--- config.mk ---
export PLATFORM = sky130hd
export DESIGN_NAME = ps2_host_tx
export DESIGN_NICKNAME = d
export VERILOG_FILES = /design/src/rtl/ps2_pkg.sv /design/src/rtl/ps2_edge_filter.sv /design/src/rtl/ps2_host_tx.sv
export SDC_FILE = /design/constraint.sdc
export NUM_CORES = 1
export LEC_CHECK = 0
export CAP_MARGIN = 30
export CORE_MARGIN = 1.5
export CORE_UTILIZATION = 25
export CTS_CLUSTER_DIAMETER = 100
export DETAILED_ROUTE_END_ITERATION = 8
export PLACE_DENSITY_LB_ADDON = 0.25
export SKIP_CTS_REPAIR_TIMING = 1
export SLEW_MARGIN = 20
export SYNTH_ARGS = -nofsm -noshare
export SYNTH_HDL_FRONTEND = slang
export SYNTH_SLANG_ARGS = --single-unit
export TNS_END_PERCENT = 5
--- constraint.sdc ---
create_clock -name clock -period 2.5 [get_ports clock]
set_input_delay 0.625 -clock clock [delete_from_list [all_inputs] [get_ports clock]]
set_output_delay 0.625 -clock clock [all_outputs]
set_load 0.02 [all_outputs]
--- src/rtl/ps2_pkg.sv ---
// Shared PS/2 definitions: host-transmit FSM states, error codes and the
// keyboard command bytes this host is expected to send.
package ps2_pkg;

    typedef enum logic [2:0] {
        ST_IDLE,
        ST_INHIBIT,
        ST_RTS,
        ST_DATA,
        ST_PARITY,
        ST_STOP,
        ST_ACK,
        ST_RELEASE
    } tx_state_e;

    localparam logic [1:0] ERR_NONE    = 2'b00;
    localparam logic [1:0] ERR_TIMEOUT = 2'b01;
    localparam logic [1:0] ERR_NOACK   = 2'b10;

    localparam logic [7:0] CMD_SET_LEDS = 8'hED;
    localparam logic [7:0] CMD_ENABLE   = 8'hF4;
    localparam logic [7:0] CMD_RESET    = 8'hFF;

    // PS/2 frames carry odd parity over the eight data bits.
    function automatic logic odd_parity(input logic [7:0] b);
        return ~^b;
    endfunction

endpackage

--- src/rtl/ps2_edge_filter.sv ---
// Two-flop synchroniser plus stability filter for a PS/2 clock pin.
// A new level must persist for FILTER_LEN cycles before it is accepted;
// fall_o pulses for one cycle when the accepted level goes 1 -> 0.
module ps2_edge_filter #(
    parameter int FILTER_LEN = 8
) (
    input  logic clock,
    input  logic reset,
    input  logic pin_i,
    output logic level_o,
    output logic fall_o
);

    localparam int CW = $clog2(FILTER_LEN + 1);
    localparam logic [CW-1:0] CNT_LAST = CW'(FILTER_LEN - 1);

    logic          meta_q;
    logic          sync_q;
    logic          level_q;
    logic          fall_q;
    logic [CW-1:0] cnt_q;

    // Synchronise the pin, then accept a new level only once it has been stable.
    always_ff @(posedge clock) begin
        if (reset) begin
            meta_q  <= 1'b1;
            sync_q  <= 1'b1;
            level_q <= 1'b1;
            fall_q  <= 1'b0;
            cnt_q   <= '0;
        end else begin
            meta_q <= pin_i;
            sync_q <= meta_q;
            fall_q <= 1'b0;
            if (sync_q == level_q) begin
                cnt_q <= '0;
            end else if (cnt_q == CNT_LAST) begin
                level_q <= sync_q;
                fall_q  <= level_q;
                cnt_q   <= '0;
            end else begin
                cnt_q <= cnt_q + CW'(1);
            end
        end
    end

    assign level_o = level_q;
    assign fall_o  = fall_q;

endmodule

--- src/rtl/ps2_host_tx.sv ---
// PS/2 host-to-device transmitter. Inhibits the bus, issues request-to-send,
// shifts one byte plus odd parity out on device clock falls, then checks the
// device ACK and waits for the bus to go idle. All line drives are open-drain
// enables: 1 pulls the line low, 0 releases it.
module ps2_host_tx
    import ps2_pkg::*;
#(
    parameter int INHIBIT_CYCLES = 10000,
    parameter int TIMEOUT_CYCLES = 1500000,
    parameter int FILTER_LEN     = 8
) (
    input  logic       clock,
    input  logic       reset,
    input  logic [7:0] tx_data,
    input  logic       tx_valid,
    output logic       tx_ready,
    output logic       tx_done,
    output logic       tx_error,
    output logic [1:0] err_code,
    input  logic       ps2_clk_in,
    input  logic       ps2_data_in,
    output logic       ps2_clk_oe,
    output logic       ps2_data_oe,
    output logic       rx_inhibit
);

    localparam int TMAX = (INHIBIT_CYCLES > TIMEOUT_CYCLES) ? INHIBIT_CYCLES : TIMEOUT_CYCLES;
    localparam int TW   = $clog2(TMAX + 1);

    localparam logic [TW-1:0] INH_LAST  = TW'(INHIBIT_CYCLES - 1);
    localparam logic [TW-1:0] INH_START = TW'(INHIBIT_CYCLES - 2);
    localparam logic [TW-1:0] TO_LAST   = TW'(TIMEOUT_CYCLES - 1);
    localparam logic [TW-1:0] ACK_LAST  = TW'(FILTER_LEN - 1);

    tx_state_e     state_q;
    logic [TW-1:0] timer_q;
    logic [3:0]    bitcnt_q;
    logic [7:0]    sh_q;
    logic          par_q;
    logic          clk_oe_q;
    logic          data_oe_q;
    logic          done_q;
    logic          err_q;
    logic [1:0]    err_code_q;
    logic          data_meta_q;
    logic          data_sync_q;

    logic clk_level;
    logic clk_fall;
    logic in_watch;
    logic timeout;

    ps2_edge_filter #(
        .FILTER_LEN(FILTER_LEN)
    ) u_clk_filter (
        .clock  (clock),
        .reset  (reset),
        .pin_i  (ps2_clk_in),
        .level_o(clk_level),
        .fall_o (clk_fall)
    );

    // Data pin only needs synchronising; it is sampled at a settled point.
    always_ff @(posedge clock) begin
        if (reset) begin
            data_meta_q <= 1'b1;
            data_sync_q <= 1'b1;
        end else begin
            data_meta_q <= ps2_data_in;
            data_sync_q <= data_meta_q;
        end
    end

    // The device owns the clock from RTS onwards, so the watchdog covers those states.
    assign in_watch = (state_q != ST_IDLE) && (state_q != ST_INHIBIT);
    assign timeout  = in_watch && !clk_fall && (timer_q == TO_LAST);

    // Transmit FSM: timer, shift register and all line/handshake outputs.
    always_ff @(posedge clock) begin
        if (reset) begin
            state_q    <= ST_IDLE;
            timer_q    <= '0;
            bitcnt_q   <= '0;
            sh_q       <= '0;
            par_q      <= 1'b0;
            clk_oe_q   <= 1'b0;
            data_oe_q  <= 1'b0;
            done_q     <= 1'b0;
            err_q      <= 1'b0;
            err_code_q <= ERR_NONE;
        end else begin
            done_q <= 1'b0;
            err_q  <= 1'b0;
            if (in_watch) begin
                timer_q <= clk_fall ? '0 : timer_q + TW'(1);
            end
            if (timeout) begin
                err_q      <= 1'b1;
                err_code_q <= ERR_TIMEOUT;
                clk_oe_q   <= 1'b0;
                data_oe_q  <= 1'b0;
                state_q    <= ST_IDLE;
            end else begin
                case (state_q)
                    ST_IDLE: begin
                        clk_oe_q  <= 1'b0;
                        data_oe_q <= 1'b0;
                        if (tx_valid) begin
                            sh_q     <= tx_data;
                            par_q    <= odd_parity(tx_data);
                            timer_q  <= '0;
                            clk_oe_q <= 1'b1;
                            state_q  <= ST_INHIBIT;
                        end
                    end
                    ST_INHIBIT: begin
                        timer_q <= timer_q + TW'(1);
                        if (timer_q == INH_LAST) begin
                            clk_oe_q <= 1'b0;
                            timer_q  <= '0;
                            state_q  <= ST_RTS;
                        end else if (timer_q == INH_START) begin
                            data_oe_q <= 1'b1;
                        end
                    end
                    ST_RTS: begin
                        if (clk_fall) begin
                            data_oe_q <= ~sh_q[0];
                            bitcnt_q  <= '0;
                            state_q   <= ST_DATA;
                        end
                    end
                    ST_DATA: begin
                        if (clk_fall) begin
                            if (bitcnt_q == 4'd7) begin
                                data_oe_q <= ~par_q;
                                state_q   <= ST_PARITY;
                            end else begin
                                bitcnt_q  <= bitcnt_q + 4'd1;
                                sh_q      <= {1'b0, sh_q[7:1]};
                                data_oe_q <= ~sh_q[1];
                            end
                        end
                    end
                    ST_PARITY: begin
                        if (clk_fall) begin
                            data_oe_q <= 1'b0;
                            state_q   <= ST_STOP;
                        end
                    end
                    ST_STOP: begin
                        if (clk_fall) begin
                            state_q <= ST_ACK;
                        end
                    end
                    ST_ACK: begin
                        if (timer_q == ACK_LAST) begin
                            if (!data_sync_q) begin
                                state_q <= ST_RELEASE;
                            end else begin
                                err_q      <= 1'b1;
                                err_code_q <= ERR_NOACK;
                                clk_oe_q   <= 1'b0;
                                data_oe_q  <= 1'b0;
                                state_q    <= ST_IDLE;
                            end
                        end
                    end
                    ST_RELEASE: begin
                        if (clk_level && data_sync_q) begin
                            done_q    <= 1'b1;
                            clk_oe_q  <= 1'b0;
                            data_oe_q <= 1'b0;
                            state_q   <= ST_IDLE;
                        end
                    end
                    default: begin
                        clk_oe_q  <= 1'b0;
                        data_oe_q <= 1'b0;
                        state_q   <= ST_IDLE;
                    end
                endcase
            end
        end
    end

    assign tx_ready    = (state_q == ST_IDLE);
    assign rx_inhibit  = (state_q != ST_IDLE);
    assign tx_done     = done_q;
    assign tx_error    = err_q;
    assign err_code    = err_code_q;
    assign ps2_clk_oe  = clk_oe_q;
    assign ps2_data_oe = data_oe_q;

endmodule

==> results.cfg <==
[sta]
fmax_mhz = 440
finalSetupTns_ns = 0
fin_hold_ws_ns = 0.412
max_slew_margin = 0.568
slew_violations = 0
timing.final.crit_share = 0.910
setup_ws_ns = 0.226
finalHoldViolCount = 0
period_minus_slack_ns = 2.27
rsz0062_at_grt = no
setup_viol = 0
worst_pin_slew_ns = 0.644
worst_clock_skew_ns = 0.00434

[power]
clkPwrFrac = 0.278
power_mw = 2.52
power.internal_mw = 1.64
peakVddDrop_mv = 0.363
power_leakage_nw = 1.19
p_per_area_nw_per_um2 = 738
switchingPower_mw = 0.879
swShare = 0.349
seqPwrFrac = 0.390
p_comb_frac = 0.332

[floorplan]
rows = 38
die-width_um = 110
start_util = 0.259
die_h_um = 110
io_pins = 21
coreArea_um2 = 10900
die-area_um2 = 12000

[grt]
grt_pass1_wl_mm = 12.0
grt_pass1_vias = 2476
antenna_found_initial = 0
grt-ovfl-total = 0
grt_max_degree = 20
grt_usage = 0.126

[synth]
synth_edf_count = 0
ys_ff_latch = 53
ys_seq_area_frac = 0.374
synthTopCellsByCount = dfxtp_1 (53), a21oi_1 (41), nand2_1 (35)
synthCells = 356
synth_top_cell_by_area = dfxtp_1
synthDominantCellAreaShare = 0.374
netlist_area_um2 = 2840
synth_most_common_cell = dfxtp_1
synthTopCellsByArea = dfxtp_1 (37%), a21oi_1 (7.2%), nand2_1 (4.6%), nor2_1 (4.0%), nand3_1 (3.5%)
yosysWarnings = 0
yosys_most_used_dff = dfxtp_1
synth_cell_types = 55
synthArstFlopShare = 0
synth_nets = 373
synth_area_per_cell_um2 = 7.97

[layout]
n_fill_cell = 1132
post-route-cell-area_um2 = 3410
final_util = 0.312
num_antenna_cells = 0
finalNetCount = 398
instances_no_fill = 522
multi_input_area_um2 = 1620
syn2layout_area_growth_pct = 20.3
regArea_um2 = 1060
drive_gt1_frac = 0.107

[critical_path]
cp-end-kind = primary output
crit_family = buffers and inverters
worstPathMaxFanout = 5
critPathLaunchType = register
critical_path_class = reg -> out
crit_buf_inv = 1
worstPathArrival_ns = 1.65
crit_chain = nor3_2 -> clkdlybuf4s50_1
max_stage_delay_ns = 0.68
cp.required_ns = 1.88
slowest_stage = clkdlybuf4s50_1

[status]
status = finished, final reports clean

[clock_network]
cts.sinks = 53
cts_buffer_depth = 2
cts-root-buf = clkbuf_16
clk_pin_slew_ns = 0.07
worstSkewPairLatency_ns = 0.29
cts_buffers = 5
cts_tree = done
cts-htree-levels = 2

[drt]
ant_nets = 0
num_vias = 2593
drtPass1Iterations = 4
routedWlPerCell_um = 13.5
first_iter_violations = 159
viasPerCell = 4.97
wl_mm = 7.05
drc = 0

[flow_run]
max_cap_viol_count = 0

[place]
gp_congestion = 0.785
dpl_worst_slack_ns = 0.0286
dp.cells = 514
place_hpwl_mm = 5.17
placed_area_um2 = 3260
port_buffers = 20

[worst_hold_path]
min_path_type = reg -> reg
## layout by cell type (no fill, tap or decap), drive strengths merged, types with 6 or more instances in the layout
| master | count |
|---|---|
| a21oi | 41 |
| a31oi | 9 |
| buf | 20 |
| clkdlybuf4s50 | 20 |
| dfxtp | 53 |
| inv | 16 |
| mux2i | 6 |
| nand2 | 35 |
| nand3 | 20 |
| nand4 | 11 |
| nor2 | 30 |
| nor3 | 11 |
| o21ai | 12 |
| o31ai | 6 |
| or2 | 6 |
| xnor2 | 11 |
## power groups by stage
| stage | logic [mW] | registers, mW | clock network [mW] |
|---|---|---|---|
| floorplan | 0.534 | 0.996 | 0 |
| global placement | 0.817 | 0.996 | 0 |
| detailed placement | 0.829 | 0.998 | 0 |
| CTS | 0.831 | 0.979 | 0.719 |
| global route | 0.933 | 0.994 | 0.753 |
| finish | 0.837 | 0.983 | 0.700 |
## layer usage
layer  part of all wire  up-vias  GRT usage
li1                   -     1335          -
met1               0.51     1202      0.172
met2               0.44       45      0.197
met3              0.026       11     0.0184
met4              0.019        0     0.0538
met5                  0        -          0
## cell families after synthesis
| logic type | synth area share |
|---|---|
| mux | 0.0212 |
| buf+inv | 0.0564 |
| flops | 0.374 |
| simple gates | 0.287 |
| compound gates | 0.200 |
| fa+ha+maj | 0.0176 |
| xor+xnor | 0.0432 |
## layout make-up
type                    instances  share of cell area
multi-input cells             265               0.475
clock inverters                 3             0.00623
repair buffers                 40               0.103
inverters                      16              0.0176
clock buffers                   5              0.0366
flip-flops and latches         53               0.311
well taps                     140              0.0513
## worst register-to-register path, cell delays in order (launching register included)
cell     delay, ns
dfxtp_1       0.40
or4_4         0.59
o41ai_4       0.31
o22ai_2       0.17
or4_1         0.53
a21oi_1       0.13
## path summary, 6_finish.rpt
check / startpoint / to / slack [ns] / depth (start not counted)
max: state_q[1]$_SDFFE_PP0P_ / tx_ready / 0.23 / 2
min: u_clk_filter.meta_q$_SDFF_PP1_ / u_clk_filter.sync_q$_SDFF_PP1_ / 0.41 / 1
max reg2reg: timer_q[3]$_SDFF_PP0_ / state_q[0]$_SDFFE_PP0P_ / 0.32 / 5
min reg2reg: u_clk_filter.meta_q$_SDFF_PP1_ / u_clk_filter.sync_q$_SDFF_PP1_ / 0.41 / 1
## state kept, by name (all words and copies together), names as in the netlist
name	flops
timer_q	21
sh_q	8
bitcnt_q	4
u_clk_filter.cnt_q	4
state_q	3
err_code	2
data_meta_q	1
data_sync_q	1
par_q	1
ps2_clk_oe	1
ps2_data_oe	1
tx_done	1
tx_error	1
u_clk_filter.fall_o	1
u_clk_filter.level_o	1
u_clk_filter.meta_q	1
u_clk_filter.sync_q	1
No activity file was read; power rests on OpenSTA's default activity.
